### config.mk
export PLATFORM = sky130hd
export DESIGN_NAME = fetch_ctrl
export DESIGN_NICKNAME = d
export VERILOG_FILES = /design/src/rtl/fetch_ctrl.sv
export SDC_FILE = /design/constraint.sdc
export NUM_CORES = 1
export LEC_CHECK = 0
export CAP_MARGIN = 40
export CORE_MARGIN = 2
export CORE_UTILIZATION = 43
export CTS_CLUSTER_DIAMETER = 50
export DETAILED_ROUTE_END_ITERATION = 10
export PLACE_DENSITY = 0.8
export SYNTH_ARGS = -nofsm -noshare
export SYNTH_HDL_FRONTEND = slang
export SYNTH_SLANG_ARGS = --single-unit
### constraint.sdc
create_clock -name clk -period 2.5 [get_ports clk]
set_input_delay 0.625 -clock clk [delete_from_list [all_inputs] [get_ports clk]]
set_output_delay 0.625 -clock clk [all_outputs]
set_load 0.1 [all_outputs]
### src/rtl/fetch_ctrl.sv
// fetch_ctrl: fetches instruction bytes, resolves flow control locally
// and hands all other instructions to execute.
module fetch_ctrl #(
    parameter int               WIDTH   = 8,
    parameter logic [WIDTH-1:0] OP_NOP  = 8'h00,
    parameter logic [WIDTH-1:0] OP_JMP  = 8'hC0,
    parameter logic [WIDTH-1:0] OP_JZ   = 8'hC1,
    parameter logic [WIDTH-1:0] OP_CALL = 8'hC2,
    parameter logic [WIDTH-1:0] OP_RET  = 8'hC3,
    parameter logic [WIDTH-1:0] OP_HALT = 8'hFF
) (
    input  logic             clk,
    input  logic             reset,
    input  logic [WIDTH-1:0] pc,
    output logic             mem_req,
    output logic [WIDTH-1:0] mem_addr,
    input  logic [WIDTH-1:0] mem_rdata,
    input  logic             mem_ready,
    input  logic             zero_flag,
    output logic             instr_valid,
    output logic [WIDTH-1:0] instr_data,
    input  logic             instr_ready,
    output logic             stop_en,
    output logic             branch_en,
    output logic [WIDTH-1:0] branch_pc,
    output logic             halted,
    output logic             ret_err
);

    typedef enum logic [2:0] {
        S_FETCH,
        S_DECODE,
        S_ISSUE,
        S_FETCH_TGT,
        S_HALT
    } state_t;

    state_t           state_q, state_d;
    logic [WIDTH-1:0] ir_q, ir_d;
    logic [WIDTH-1:0] ret_addr_q, ret_addr_d;
    logic             ret_valid_q, ret_valid_d;
    logic             ret_err_q, ret_err_d;

    logic is_nop, is_jmp, is_jz, is_call, is_ret, is_halt;
    logic is_tgt_op, take_tgt;

    assign is_nop    = (ir_q == OP_NOP);
    assign is_jmp    = (ir_q == OP_JMP);
    assign is_jz     = (ir_q == OP_JZ);
    assign is_call   = (ir_q == OP_CALL);
    assign is_ret    = (ir_q == OP_RET);
    assign is_halt   = (ir_q == OP_HALT);
    assign is_tgt_op = is_jmp | is_jz | is_call;
    // JZ only looks at the flag in the cycle its operand arrives
    assign take_tgt  = is_jmp | is_call | (is_jz & zero_flag);

    assign mem_addr   = pc;
    assign instr_data = ir_q;
    assign ret_err    = ret_err_q;

    // State and datapath registers with synchronous reset
    always_ff @(posedge clk) begin
        if (reset) begin
            state_q     <= S_FETCH;
            ir_q        <= '0;
            ret_addr_q  <= '0;
            ret_valid_q <= 1'b0;
            ret_err_q   <= 1'b0;
        end else begin
            state_q     <= state_d;
            ir_q        <= ir_d;
            ret_addr_q  <= ret_addr_d;
            ret_valid_q <= ret_valid_d;
            ret_err_q   <= ret_err_d;
        end
    end

    // Next-state and register update logic
    always_comb begin
        state_d     = state_q;
        ir_d        = ir_q;
        ret_addr_d  = ret_addr_q;
        ret_valid_d = ret_valid_q;
        ret_err_d   = ret_err_q;
        unique case (state_q)
            S_FETCH: begin
                if (mem_ready) begin
                    ir_d    = mem_rdata;
                    state_d = S_DECODE;
                end
            end
            S_DECODE: begin
                if (is_nop) begin
                    state_d = S_FETCH;
                end else if (is_halt) begin
                    state_d = S_HALT;
                end else if (is_tgt_op) begin
                    state_d = S_FETCH_TGT;
                end else if (is_ret && ret_valid_q) begin
                    ret_valid_d = 1'b0;
                    state_d     = S_FETCH;
                end else if (is_ret) begin
                    ret_err_d = 1'b1;
                    state_d   = S_HALT;
                end else begin
                    state_d = S_ISSUE;
                end
            end
            S_ISSUE: begin
                if (instr_ready) begin
                    state_d = S_FETCH;
                end
            end
            S_FETCH_TGT: begin
                if (mem_ready) begin
                    if (is_call) begin
                        ret_addr_d  = pc + WIDTH'(1);
                        ret_valid_d = 1'b1;
                    end
                    state_d = S_FETCH;
                end
            end
            S_HALT: begin
                state_d = S_HALT;
            end
            default: begin
                state_d = S_FETCH;
            end
        endcase
    end

    // Outputs to memory, execute and the PC; forced idle during reset
    always_comb begin
        mem_req     = 1'b0;
        instr_valid = 1'b0;
        stop_en     = 1'b1;
        branch_en   = 1'b0;
        branch_pc   = '0;
        halted      = 1'b0;
        if (!reset) begin
            unique case (state_q)
                S_FETCH: begin
                    mem_req = 1'b1;
                end
                S_DECODE: begin
                    if (is_nop || is_tgt_op) begin
                        stop_en = 1'b0;
                    end else if (is_ret && ret_valid_q) begin
                        stop_en   = 1'b0;
                        branch_en = 1'b1;
                        branch_pc = ret_addr_q;
                    end
                end
                S_ISSUE: begin
                    instr_valid = 1'b1;
                    stop_en     = !instr_ready;
                end
                S_FETCH_TGT: begin
                    mem_req = 1'b1;
                    if (mem_ready) begin
                        stop_en = 1'b0;
                        if (take_tgt) begin
                            branch_en = 1'b1;
                            branch_pc = mem_rdata;
                        end
                    end
                end
                S_HALT: begin
                    halted = 1'b1;
                end
                default: begin
                    stop_en = 1'b1;
                end
            endcase
        end
    end

endmodule

==> summary.md <==
| Metric | Value |
|---|---|
| Fin util | between 80 and 90% |
| Final worst path period need | 2.75 ns |
| Post-DRT Antenna Nets | 0 |
| Syn Inst Count | between 150 and 200 |
| Crit end category | output port |
| Final worst-path cycle share | 110% |
| Final nets | roughly 240 |
| Share of cells above drive strength 1 | between 40% and 50% |
| Num CTS Buffers | 3 |
| DRC Markers | 0 |
| CTS tree | done |
| FMAX | 0.364 GHz |
| Post-synth EDFFs | 0 |
| Die Area | 3390 um2 |
| Post-synth top cells | dfxtp_1, nand2_1, nor2_1 |
| VDD IR-drop max | 0.000463 V |
| Critical Path RT | approximately 1.9 ns |
| Final Setup Violations | 10 |
| Post-synthesis cell type count | 36 |
| Clock root buffer | clkbuf_4 |
| Initial antenna violation count | 0 |
| Layout filler cell count | roughly 160 |
| P per Cell Area | 425 nW/um2 |
| Worst slew margin | a little over two thirds |
| Area contributors post-synth | dfxtp_1, nand2_1, mux2i_1 |
| Row count | 19 |
| Inserted Diodes | 0 |
| RSZ-0062 raised after global routing | yes |
| Crit Path Max Fanout | 3 |
| Hold_buf cts | 0 |
| Total track usage | 26.7% |
| Clock Skew | ~0.0052 ns |
| Tot Pwr | just under 1 mW |
| Yosys reg bits | 21 |
| Routed wire length | between 4000 and 5000 um |
| Routed vias | between 1000 and 1500 |
| Synth warn | 0 |
| Post-detail-place hpwl | around 3200 um |
| Asr flop ratio synth | 0% |
| Post-Syn Area | around 1300 um2 |
| Failing checks | negative setup slack |
| Status | finished with violations |
| Die width | between 50 and 60 um |
| DRT Pass-1 Iters | 4 |
| Io pins | between 50 and 60 |
| Worst-skew pair later-pin latency | 0.32 ns |
| First-pass GRT wire length | between 6000 and 7000 um |
| Synth top area share | approximately 33% |
| Hold Crit Class | reg2reg |
| Die boundary height | approximately 58 um |
| Setup CP Type | reg2out |
| Worst-margin pin slew | approximately 0.44 ns |
| Congestion Overflow GR | 0 |
| Post-synthesis sequential area ratio | between 30 and 40% |
| Top FF cell, synth | dfxtp_1 |
| Routed WL per cell | ~17 um |
| Area grow syn2layout | 81.8% |
| Final Hold Fails | 0 |
| H-tree levels | 1 |
| Leakage Power | 0.899 nW |
| Vias in the first global route | ~1400 |
| Synth area leader | dfxtp_1 |
| Initial DRC Count | 83 |
| Clock buffer depth | 2 |
| Global placement routability congestion | 0.902 |
| Max Cap Viol | 0 |
| Reg clk slew, reported paths | 0.12 ns |
| Setup_tns | -2.31 ns |
| Avg Vias per Cell | slightly below 6 |
| Port Buffer Count | 50 |
| Critical Path AT | approximately 2.1 ns |
| Clock sink count | 21 |
| Synth Area per Inst | a little over 8 um2 |
| Final setup margin | -0.251 ns |
| Slew Limit Fails | 0 |
| Initial Util | between 40% and 50% |
| Core ar. | 2780 um2 |
| Largest net degree at the start of global routing | 23 |
| Syn nets | ~170 |
| Startpoint Class | flip-flop |
==> power breakdown <==
group | total (mW) | switching (mW) | internal, mW | leakage (nW)
clock network | 0.171 | 0.111 | 0.0599 | 0.0177
registers | 0.371 | 0.0212 | 0.350 | 0.175
logic | 0.433 | 0.282 | 0.151 | 0.706
==> worst max-delay path: stages, from the launching register on <==
cell       delay [ns]
dfxtp_4          0.36
or4_4            0.58
a2111oi_4        0.28
buf_4            0.20
a32o_4           0.20
buf_12           0.17
==> registers in the layout (all words and copies together) (netlist names) <==
register,flops
state_q,3
ret_valid_q,1
ret_err,1
instr_data,8
ret_addr_q,8
==> final cells by class <==
class	instances	area [um2]	area share (%)
sequential	21	439	19.1
tap	31	38.8	1.69
timing repair buffer	72	873	38.1
multi-input combinational	112	897	39.1
clock buffer	3	22.5	0.981
clock inverter	1	5.00	0.218
inverter	5	18.8	0.818
==> worst paths after layout <==
kind / startpoint / slack (ns) / cells after the start / endpoint
hold reg to reg: ret_err / 0.49 / 2 / ret_err
setup reg to reg: instr_data[2] / 0.29 / 7 / ret_addr_q[1]
setup / recovery: instr_data[2] / -0.25 / 5 / branch_pc[6]
hold / removal: ret_err / 0.49 / 2 / ret_err
==> metrics by stage <==
stage,setup WS (ns),instance area [um2],hold WS (ns),std cells
global placement,-0.397,2210,0.455,237
detailed placement,-0.457,2210,0.471,237
CTS,-0.325,2280,0.499,245
finish,-0.251,2290,0.493,245
floorplan,-0.329,1440,0.480,152
global route,-0.311,2290,0.522,245
==> layout by cell type, fill, tap and decap left out, types with 3 or more instances in the layout <==
cell type        netlist  final
buf_4                  9     28
buf_12                 0     22
nand2_1               21     21
clkdlybuf4s50_1        0     17
nor2_1                15     12
dfxtp_1               21     12
a21oi_1               13     11
nand3_1                8      8
mux2i_1                7      7
dfxtp_2                0      6
inv_1                  5      5
nor4_4                 1      4
a22o_4                 0      4
a32o_4                 0      4
xor2_1                 4      4
nand4_1                3      3
o21ai_0                3      3
a211oi_2               3      3
clkbuf_4               0      3
dlygate4sd2_1          0      3
dfxtp_4                0      3
==> per-layer routing <==
metal	vias to the layer above	routed length, um	GRT usage [%]
li1	665	-	-
met1	690	1650	33.1
met2	67	2040	44.3
met3	19	276	5.80
met4	0	125	11.6
met5	-	0	0
==> cells by family (layout without fill, tap and decap cells) <==
kind of cell / Yosys count / after routing / share of synthesized area, %
AND/OR/NAND/NOR: 66 / 66 / 27.6
AO/OA/AOI/OAI: 32 / 32 / 19.3
adder cells (fa/ha/maj): 1 / 1 / 0.991
buffers and inverters: 19 / 81 / 9.12
flip-flops: 21 / 21 / 33.3
multiplexers: 7 / 7 / 5.55
XOR/XNOR: 6 / 6 / 4.16
==> timing repair <==
| item | in CTS | in global routing |
|---|---|---|
| resized for setup | 6 | 5 |
| setup endpoints to repair | 11 | 10 |
| setup buffers | 4 | 0 |
| pin swaps | 6 | 2 |
Power figures use the tool's default switching activity.
